===== src/rtl/dm_arbiter_if.sv =====
// One requester port of the data-memory arbiter: request handshake plus access payload.
interface dm_arbiter_if #(parameter int ADDR_W = 32);
    logic              req;
    logic [ADDR_W-1:0] addr;
    logic [2:0]        ctrl;
    logic              we;
    logic [ADDR_W-1:0] wdata;
    logic [ADDR_W-1:0] pc;
    logic              done;
    logic              err;

    modport master (output req, addr, ctrl, we, wdata, pc, input done, err);
    modport slave  (input req, addr, ctrl, we, wdata, pc, output done, err);
endinterface


===== src/rtl/dm_arbiter.sv =====
// Two-port arbiter/sequencer for the single-ported data memory (IDLE -> ACCESS -> RESP).
// Define DM_ARB_RR_EN for round-robin arbitration; otherwise port 0 has fixed priority.
module dm_arbiter #(
    parameter int ADDR_W = 32
) (
    input  logic              clk,
    input  logic              reset,
    dm_arbiter_if.slave       p0,
    dm_arbiter_if.slave       p1,
    output logic [ADDR_W-1:0] rdata_o,
    output logic [ADDR_W-1:0] dm_a_o,
    output logic [ADDR_W-1:0] dm_wd_o,
    output logic [ADDR_W-1:0] dm_pc_o,
    output logic [2:0]        dm_ctrl_o,
    output logic              dm_we_o,
    input  logic [ADDR_W-1:0] dm_rd_i
);
    typedef enum logic [1:0] {IDLE, ACCESS, RESP} state_e;

    state_e            state_q, state_d;
    logic              port_q, port_d;
    logic [ADDR_W-1:0] addr_q, addr_d;
    logic [ADDR_W-1:0] wdata_q, wdata_d;
    logic [ADDR_W-1:0] pc_q, pc_d;
    logic [ADDR_W-1:0] rdata_q, rdata_d;
    logic [2:0]        ctrl_q, ctrl_d;
    logic              we_q, we_d;
    logic              err_q, err_d;

    logic              gnt;
    logic [ADDR_W-1:0] sel_addr, sel_wdata, sel_pc;
    logic [2:0]        sel_ctrl;
    logic              sel_we, sel_bad, resp;

`ifdef DM_ARB_RR_EN
    logic rr_q, rr_d;
    // rr_q names the port favoured on the next simultaneous request
    assign gnt = (p0.req && p1.req) ? rr_q : !p0.req;
`else
    assign gnt = !p0.req;
`endif

    function automatic logic illegal(input logic [2:0] ctrl, input logic [1:0] a, input logic we);
        logic bad;
        bad = 1'b0;
        if (ctrl > 3'd4)                                  bad = 1'b1;
        if (ctrl == 3'b000 && a != 2'b00)                 bad = 1'b1;
        if ((ctrl == 3'b001 || ctrl == 3'b011) && a[0])   bad = 1'b1;
        if (we && (ctrl == 3'b011 || ctrl == 3'b100))     bad = 1'b1;
        return bad;
    endfunction

    assign sel_addr  = gnt ? p1.addr  : p0.addr;
    assign sel_ctrl  = gnt ? p1.ctrl  : p0.ctrl;
    assign sel_we    = gnt ? p1.we    : p0.we;
    assign sel_wdata = gnt ? p1.wdata : p0.wdata;
    assign sel_pc    = gnt ? p1.pc    : p0.pc;
    assign sel_bad   = illegal(sel_ctrl, sel_addr[1:0], sel_we);

    always_ff @(posedge clk) begin
        if (reset) begin
            state_q <= IDLE;
            port_q  <= 1'b0;
            addr_q  <= '0;
            wdata_q <= '0;
            pc_q    <= '0;
            rdata_q <= '0;
            ctrl_q  <= '0;
            we_q    <= 1'b0;
            err_q   <= 1'b0;
`ifdef DM_ARB_RR_EN
            rr_q    <= 1'b0;
`endif
        end else begin
            state_q <= state_d;
            port_q  <= port_d;
            addr_q  <= addr_d;
            wdata_q <= wdata_d;
            pc_q    <= pc_d;
            rdata_q <= rdata_d;
            ctrl_q  <= ctrl_d;
            we_q    <= we_d;
            err_q   <= err_d;
`ifdef DM_ARB_RR_EN
            rr_q    <= rr_d;
`endif
        end
    end

    always_comb begin
        state_d = state_q;
        port_d  = port_q;
        addr_d  = addr_q;
        wdata_d = wdata_q;
        pc_d    = pc_q;
        rdata_d = rdata_q;
        ctrl_d  = ctrl_q;
        we_d    = we_q;
        err_d   = err_q;
`ifdef DM_ARB_RR_EN
        rr_d    = rr_q;
`endif
        case (state_q)
            IDLE: begin
                if (p0.req || p1.req) begin
                    port_d  = gnt;
                    addr_d  = sel_addr;
                    ctrl_d  = sel_ctrl;
                    we_d    = sel_we;
                    wdata_d = sel_wdata;
                    pc_d    = sel_pc;
                    err_d   = sel_bad;
`ifdef DM_ARB_RR_EN
                    rr_d    = !gnt;
`endif
                    if (sel_bad) begin
                        rdata_d = '0;
                        state_d = RESP;
                    end else begin
                        state_d = ACCESS;
                    end
                end
            end
            ACCESS: begin
                rdata_d = dm_rd_i;
                state_d = RESP;
            end
            RESP:    state_d = IDLE;
            default: state_d = IDLE;
        endcase
    end

    // Memory-side outputs hold the last latched request; only the write enable is state-gated
    assign dm_a_o    = addr_q;
    assign dm_wd_o   = wdata_q;
    assign dm_pc_o   = pc_q;
    assign dm_ctrl_o = ctrl_q;
    assign dm_we_o   = (state_q == ACCESS) && we_q && !reset;
    assign rdata_o   = rdata_q;

    assign resp    = (state_q == RESP);
    assign p0.done = resp && !err_q && !port_q;
    assign p1.done = resp && !err_q &&  port_q;
    assign p0.err  = resp &&  err_q && !port_q;
    assign p1.err  = resp &&  err_q &&  port_q;
endmodule


===== src/flat_wrapper.sv =====
// flat-port wrapper written by rule: the top's interface ports become plain ports
module dm_arbiter_flat 
#(
    parameter int ADDR_W = 32
)
  (clk, reset, rdata_o, dm_a_o, dm_wd_o, dm_pc_o, dm_ctrl_o, dm_we_o, dm_rd_i, p0_req, p0_addr, p0_ctrl, p0_we, p0_wdata, p0_pc, p0_done, p0_err, p1_req, p1_addr, p1_ctrl, p1_we, p1_wdata, p1_pc, p1_done, p1_err);
  dm_arbiter_if #(.ADDR_W(ADDR_W)) p0_i ();
  dm_arbiter_if #(.ADDR_W(ADDR_W)) p1_i ();
  input  logic clk;
  input  logic reset;
  output logic [ADDR_W-1:0] rdata_o;
  output logic [ADDR_W-1:0] dm_a_o;
  output logic [ADDR_W-1:0] dm_wd_o;
  output logic [ADDR_W-1:0] dm_pc_o;
  output logic [2:0] dm_ctrl_o;
  output logic dm_we_o;
  input  logic [ADDR_W-1:0] dm_rd_i;
  input wire logic [$bits(p0_i.req)-1:0] p0_req;
  input wire logic [$bits(p0_i.addr)-1:0] p0_addr;
  input wire logic [$bits(p0_i.ctrl)-1:0] p0_ctrl;
  input wire logic [$bits(p0_i.we)-1:0] p0_we;
  input wire logic [$bits(p0_i.wdata)-1:0] p0_wdata;
  input wire logic [$bits(p0_i.pc)-1:0] p0_pc;
  output wire logic [$bits(p0_i.done)-1:0] p0_done;
  output wire logic [$bits(p0_i.err)-1:0] p0_err;
  input wire logic [$bits(p1_i.req)-1:0] p1_req;
  input wire logic [$bits(p1_i.addr)-1:0] p1_addr;
  input wire logic [$bits(p1_i.ctrl)-1:0] p1_ctrl;
  input wire logic [$bits(p1_i.we)-1:0] p1_we;
  input wire logic [$bits(p1_i.wdata)-1:0] p1_wdata;
  input wire logic [$bits(p1_i.pc)-1:0] p1_pc;
  output wire logic [$bits(p1_i.done)-1:0] p1_done;
  output wire logic [$bits(p1_i.err)-1:0] p1_err;
  assign p0_i.req = p0_req;
  assign p0_i.addr = p0_addr;
  assign p0_i.ctrl = p0_ctrl;
  assign p0_i.we = p0_we;
  assign p0_i.wdata = p0_wdata;
  assign p0_i.pc = p0_pc;
  assign p0_done = p0_i.done;
  assign p0_err = p0_i.err;
  assign p1_i.req = p1_req;
  assign p1_i.addr = p1_addr;
  assign p1_i.ctrl = p1_ctrl;
  assign p1_i.we = p1_we;
  assign p1_i.wdata = p1_wdata;
  assign p1_i.pc = p1_pc;
  assign p1_done = p1_i.done;
  assign p1_err = p1_i.err;
  dm_arbiter #(.ADDR_W(ADDR_W)) u_core (.clk(clk), .reset(reset), .p0(p0_i), .p1(p1_i), .rdata_o(rdata_o), .dm_a_o(dm_a_o), .dm_wd_o(dm_wd_o), .dm_pc_o(dm_pc_o), .dm_ctrl_o(dm_ctrl_o), .dm_we_o(dm_we_o), .dm_rd_i(dm_rd_i));
endmodule

===== config.mk =====
export PLATFORM = sky130hd
export DESIGN_NAME = dm_arbiter_flat
export DESIGN_NICKNAME = d
export VERILOG_FILES = /design/src/rtl/dm_arbiter_if.sv /design/src/rtl/dm_arbiter.sv /design/src/flat_wrapper.sv
export SDC_FILE = /design/constraint.sdc
export NUM_CORES = 1
export LEC_CHECK = 0
export CAP_MARGIN = 40
export CORE_AREA = 2 2 144 146
export CTS_CLUSTER_DIAMETER = 50
export DETAILED_ROUTE_END_ITERATION = 10
export DIE_AREA = 0 0 146 148
export GPL_TIMING_DRIVEN = 0
export PLACE_DENSITY = 0.7
export SLEW_MARGIN = 20
export SYNTH_ARGS = -nofsm -noshare
export SYNTH_HDL_FRONTEND = slang
export SYNTH_SLANG_ARGS = --single-unit
export TNS_END_PERCENT = 5

===== constraint.sdc =====
create_clock -name clk -period 1.98 [get_ports clk]
set_input_delay 0.396 -clock clk [delete_from_list [all_inputs] [get_ports clk]]
set_output_delay 0.396 -clock clk [all_outputs]
set_load 0.005 [all_outputs]

# ---- Yosys cells after proc, flatten, opt, wreduce, memory -nomap -nowiden
# Index checks and enable logic that the tools add are counted.
dict set report word_totals {
  reg_bits 136
  inputBits 236
  output_inout_bits 136
}
dict set report classes {
  magnitude_cmp 1
  eq_ne 7
  muxes 15
  n_reduce_logical 24
}
# operator count
set op_table {}
lappend op_table {{32-bit 2-to-1 mux} 5}
lappend op_table {{32-bit case mux with 2 select lines} 1}
lappend op_table {{1-bit logical AND} 11}
lappend op_table {{1-bit 2-to-1 mux} 5}
lappend op_table {{1-bit logical NOT} 4}
lappend op_table {{2-bit 2-to-1 mux} 2}
lappend op_table {{2-bit by 1-bit != test with 1-bit output, second input constant} 2}
lappend op_table {{2-bit case mux with 2 select lines} 1}
lappend op_table {{2-bit nonzero test} 2}
lappend op_table {{3-bit by 1-bit == test with 1-bit output, second input constant} 1}
lappend op_table {{3-bit by 2-bit == test with 1-bit output, second input constant} 1}
lappend op_table {{3-bit == test, second input constant} 1}
lappend op_table {{3-bit greater-than comparator, second input constant} 1}
lappend op_table {{3-bit logical NOT} 1}
lappend op_table {{1-bit logical OR} 3}
lappend op_table {{3-bit 2-to-1 mux} 1}
lappend op_table {{3-bit AND reduction} 1}
lappend op_table {{2-bit by 1-bit == test with 1-bit output, second input constant} 1}
lappend op_table {{2-bit == test, second input constant} 1}
lappend op_table {{2-bit logical NOT} 1}
lappend op_table {{2-bit AND reduction} 1}

# ---- Longest topological paths before layout
dict set report depth {
  depth_word 9
  ltp_mapped 8
  mapped_depth_nobuf 5
}

# ---- Least setup slack after synthesis
# Ideal clock, no wire load.
dict set report synth_timing {
  kind {input-to-reg}
  from {in p0_req}
  to {reg u_core.rdata_q[19], in the netlist u_core.rdata_o[19]}
  arrival_time_ps 1729
  slack_ps 134
  stages 7
  cell_sequence {buf_6 > mux2_4 > o211a_1 > o211ai_2 > o221ai_4 > buf_6 > a22o_1}
}
dict set report synth_via {
  elab_chain_len 8
}
# item line_no
set synth_rtl {}
lappend synth_rtl {{start, declared} flat_wrapper.sv:18} ;# input wire logic [$bits(p0_i.req)-1:0] p0_req;
lappend synth_rtl {{3-bit 2-to-1 mux or 32-bit 2-to-1 mux (tied branches)} {dm_arbiter.sv:54, dm_arbiter.sv:53}}
lappend synth_rtl {{3-bit greater-than comparator (tied with other cells)} dm_arbiter.sv:46} ;# if (ctrl > 3'd4) bad = 1'b1;
lappend synth_rtl {{1-bit 2-to-1 mux (tied with other cells)} dm_arbiter.sv:46}
lappend synth_rtl {{1-bit 2-to-1 mux or 1-bit logical AND (tied branches)} {dm_arbiter.sv:47, dm_arbiter.sv:48}}
lappend synth_rtl {{1-bit 2-to-1 mux} dm_arbiter.sv:48} ;# if ((ctrl == 3'b001 || ctrl == 3'b011) && a[0]) bad = 1'b1;
lappend synth_rtl {{1-bit 2-to-1 mux} dm_arbiter.sv:49} ;# if (we && (ctrl == 3'b011 || ctrl == 3'b100)) bad = 1'b1;
lappend synth_rtl {{2-bit by 1-bit != test with 1-bit output (no source line)} -}
lappend synth_rtl {{3-bit AND reduction (no source line) (*)} -}
lappend synth_rtl {{end signal, assigned} dm_arbiter.sv:80} ;# rdata_q <= rdata_d;
lappend synth_rtl {{end, declared} dm_arbiter.sv:25} ;# logic [ADDR_W-1:0] rdata_q, rdata_d;
# Mark *: on every way between the ends. The rest lies on a longest branch, timed or not.
# A chain may end at the register's enable or synchronous reset.

# ---- Worst setup path after layout
dict set report layout_timing {
  from {reg u_core.state_q[0]}
  to {out dm_we_o}
}
dict set report layout_via {
  elab_chain_len 3
}
# item line_no
set layout_rtl {}
lappend layout_rtl {{start, declared} dm_arbiter.sv:20} ;# state_e state_q, state_d;
lappend layout_rtl {{start signal, assigned} dm_arbiter.sv:75} ;# state_q <= state_d;
lappend layout_rtl {{2-bit by 1-bit == test with 1-bit output} dm_arbiter.sv:138} ;# assign dm_we_o = (state_q == ACCESS) && we_q && !reset;
lappend layout_rtl {{1-bit logical AND (2 in a row)} dm_arbiter.sv:138}
lappend layout_rtl {{end, declared} flat_wrapper.sv:16} ;# output logic dm_we_o;
# Every way passes these cells.

==> reports/qor.csv <==
stage,metric,value,unit
place,dp_cells,1191,
yosys,synth.distinct_cells,30,
grt,grtUsageTotal,0.196,
drt,drt-total-wl,21.5,mm
drt,wire_per_inst,17.6,microns
final_layout,post-route-util,0.517,
sta,relSlewSlack,0.471,
setup_path,crit_required,1.58,ns
yosys,synth_top_family_by_area,compound AO/OA/AOI/OAI gates,
yosys,yosysTopAreaCell,dfxtp_1,
final_layout,layout_commonest_cell,clkdlybuf4s50_1,
yosys,ys_ff_latch,136,
die,core-area,0.0200,sq mm
drt,vias_per_cell,4.70,
grt,overflow,0,
die,fp.dieArea,0.0216,sq mm
sta,fmax,0.526,GHz
clock_tree,cts_buffer_depth,2,
yosys,syn_area,0.00562,sq mm
yosys,avgSynthCellArea,10.2,sq um
die,floorplan.initialDensity,0.281,
final_layout,most-common-layout-cells,"clkdlybuf4s50_1 (364), dfxtp_1 (134), nor2_1 (105)",
yosys,ys_warn_count,0,
place,io_buffers,369,
drt,met2WireLength,11.0,mm
power_and_ir_drop,leakage,4.12,nW
yosys,synth.area.top_cells,"dfxtp_1 (48%), mux2i_1 (18%), a211oi_1 (13%)",
final_layout,drive_gt1_frac,0.0702,
yosys,synthMuxAreaShare,0.186,
hold_path,min_path_type,in2reg,
run,cap_violations,0,
clock_tree,clkSinkCount,136,
sta,maxSlewViolCount,0,
sta,hold_violations,0,
sta,fin_skew,0.00757,ns
clock_tree,h-tree-depth,4,
yosys,synth_compound_area_frac,0.201,
yosys,synth_cells,552,
final_layout,nFillCells,1906,
sta,period_needed,1.90,ns
sta,grt_setup_unrepaired,no,
place,place_ws,-0.835,ns
status,status,finished clean,
yosys,ys_seq_area_frac,0.484,
clock_tree,path_clk_slew,0.06,ns
die,ios,372,
grt,grt_pass1_wl,32.8,mm
clock_tree,root_buffer,clkbuf_16,
yosys,synth_nets,788,
drt,drt-pass1-iter-count,7,
sta,tightest_slew,0.793,ns
die,die_h,148,microns
setup_path,worstSetupStartpointType,register,
drt,dr_wl_met3,1.86,mm
final_layout,synthToLayoutAreaGrowth,84.1,%
setup_path,cp-end-kind,output port,
yosys,synth-xor-area-share,0,
drt,dr.max_layer_used,met4,
die,die_w,146,microns
power_and_ir_drop,ir_drop,0.502,mV
sta,layout_setup_ws,0.0775,ns
final_layout,num-nets-final,1180,
setup_path,cp_data_arrival_time,1.51,ns
yosys,synth-simple-area-share,0.0850,
clock_tree,cts_tree,built,
yosys,synthAdderAreaFrac,0,
yosys,yosys.area.top_type_share,0.484,
power_and_ir_drop,powerDensity,858,mW/mm^2
drt,met1_length,8.31,mm
die,rows,52,
grt,grt_pass1_vias,5881,
sta,fin_crit_sh,0.961,
drt,num_vias,5758,
drt,drt-initial-drc-count,124,
place,hpwl,16.7,mm
place,dpl_cell_area,0.00966,sq mm
final_layout,instances_no_fill,1226,
final_layout,final_area,0.0104,sq mm
sta,finalSetupViolCount,0,
grt,antenna_found_initial,1,
clock_tree,hold_buffers,0,
drt,antenna_left,0,
clock_tree,clock_latency,0.42,ns
grt,grt_max_degree,17,
drt,drc,0,
clock_tree,numCtsBuffers,17,
place,gp_congestion,0.769,
setup_path,crit_path_max_fanout,5,
setup_path,critPathKind,reg2out,
## sequential cells by signal, indices dropped and copies added (netlist names)
name / cells
u_core.port_q: 1
u_core.dm_a_o: 32
u_core.dm_pc_o: 32
u_core.dm_wd_o: 32
u_core.rdata_o: 32
u_core.state_q: 2
u_core.dm_ctrl_o: 3
u_core.we_q: 1
u_core.err_q: 1
## critical path: stages, from the launching register on
cell and delay [ns]:
dfxtp_4 0.37, inv_2 0.06, nor3_4 0.18, clkbuf_8 0.17, and2_1 0.12, clkdlybuf4s15_1 0.20
## path summary, 6_finish.rpt
check                                      start                              end  slack, ns  depth (start not counted)
hold / removal                            p0_req         u_core.we_q$_SDFFE_PP0P_       0.46                          4
setup reg to reg  u_core.state_q[1]$_SDFFE_PP0N_  u_core.dm_pc_o[30]$_SDFFE_PP0P_       0.21                          5
hold reg to reg   u_core.rdata_o[1]$_SDFFE_PP0P_   u_core.rdata_o[1]$_SDFFE_PP0P_       0.47                          1
setup / recovery  u_core.state_q[0]$_SDFFE_PP0N_                          dm_we_o       0.08                          5
## cell type report
class / count / area (sq um) / area share
Multi-Input combinational cell: 363 / 2670 / 0.258
Timing Repair Buffer: 373 / 3720 / 0.359
Antenna cell: 1 / 2.50 / 0.000242
Clock buffer: 19 / 433 / 0.0418
Tap cell: 270 / 338 / 0.0326
Clock inverter: 11 / 200 / 0.0193
Inverter: 1 / 3.75 / 0.000362
Sequential cell: 136 / 2730 / 0.263
Buffer: 52 / 260 / 0.0251
## synthesized netlist by cell type, drive strengths merged
library cell and number:
o21ai 2, o22ai 1, o211ai 1, a211oi 101, nor4b 1, and2 1, nand2b 2, o221ai 1
dfxtp 136, o211a 1, inv 1, a21oi 1, a22o 32, clkbuf 32, buf 20, or2 1
nor4bb 2, a31oi 1, nor3 3, and4 1, mux2i 100, mux2 3, o21a 2, or3 1
nor2 105
## cell families after synthesis
| logic type | after synthesis |
|---|---|
| muxes | 103 |
| buffers and inverters | 53 |
| and+or+nand+nor | 117 |
| AOI/OAI and AO/OA | 143 |
| DFF | 136 |
## per-layer routing
metal  global-route usage  vias up
met2                0.358      255
met4               0.0636        0
met3               0.0753       21
li1                     -     2820
met5                    0        -
met1                0.209     2662
## timing repair
| action | in CTS | in global routing |
|---|---|---|
| buffers inserted | 4 | 0 |
| endpoints found under the setup margin | 105 | 40 |
| gates resized for setup | 18 | 5 |
| pin swaps | 1 | 1 |
## per-stage QoR
| stage | setup TNS [ns] | total power, W | hold slack [ns] |
|---|---|---|---|
| floorplan | 0 | 0.00409 | 0.452 |
| finish | 0 | 0.00889 | 0.461 |
| global route | 0 | 0.00929 | 0.481 |
| CTS | 0 | 0.00897 | 0.441 |
| global placement | -57.51 | 0.00546 | 0.455 |
| detailed placement | -57.78 | 0.00548 | 0.453 |
## power by group
| part | total [W] | switching, W | internal [W] |
|---|---|---|---|
| Clock | 0.00347 | 0.00124 | 0.00223 |
| Combinational | 0.00220 | 0.000912 | 0.00128 |
| Sequential | 0.00322 | 0.000166 | 0.00305 |
Power figures use the tool's default switching activity.
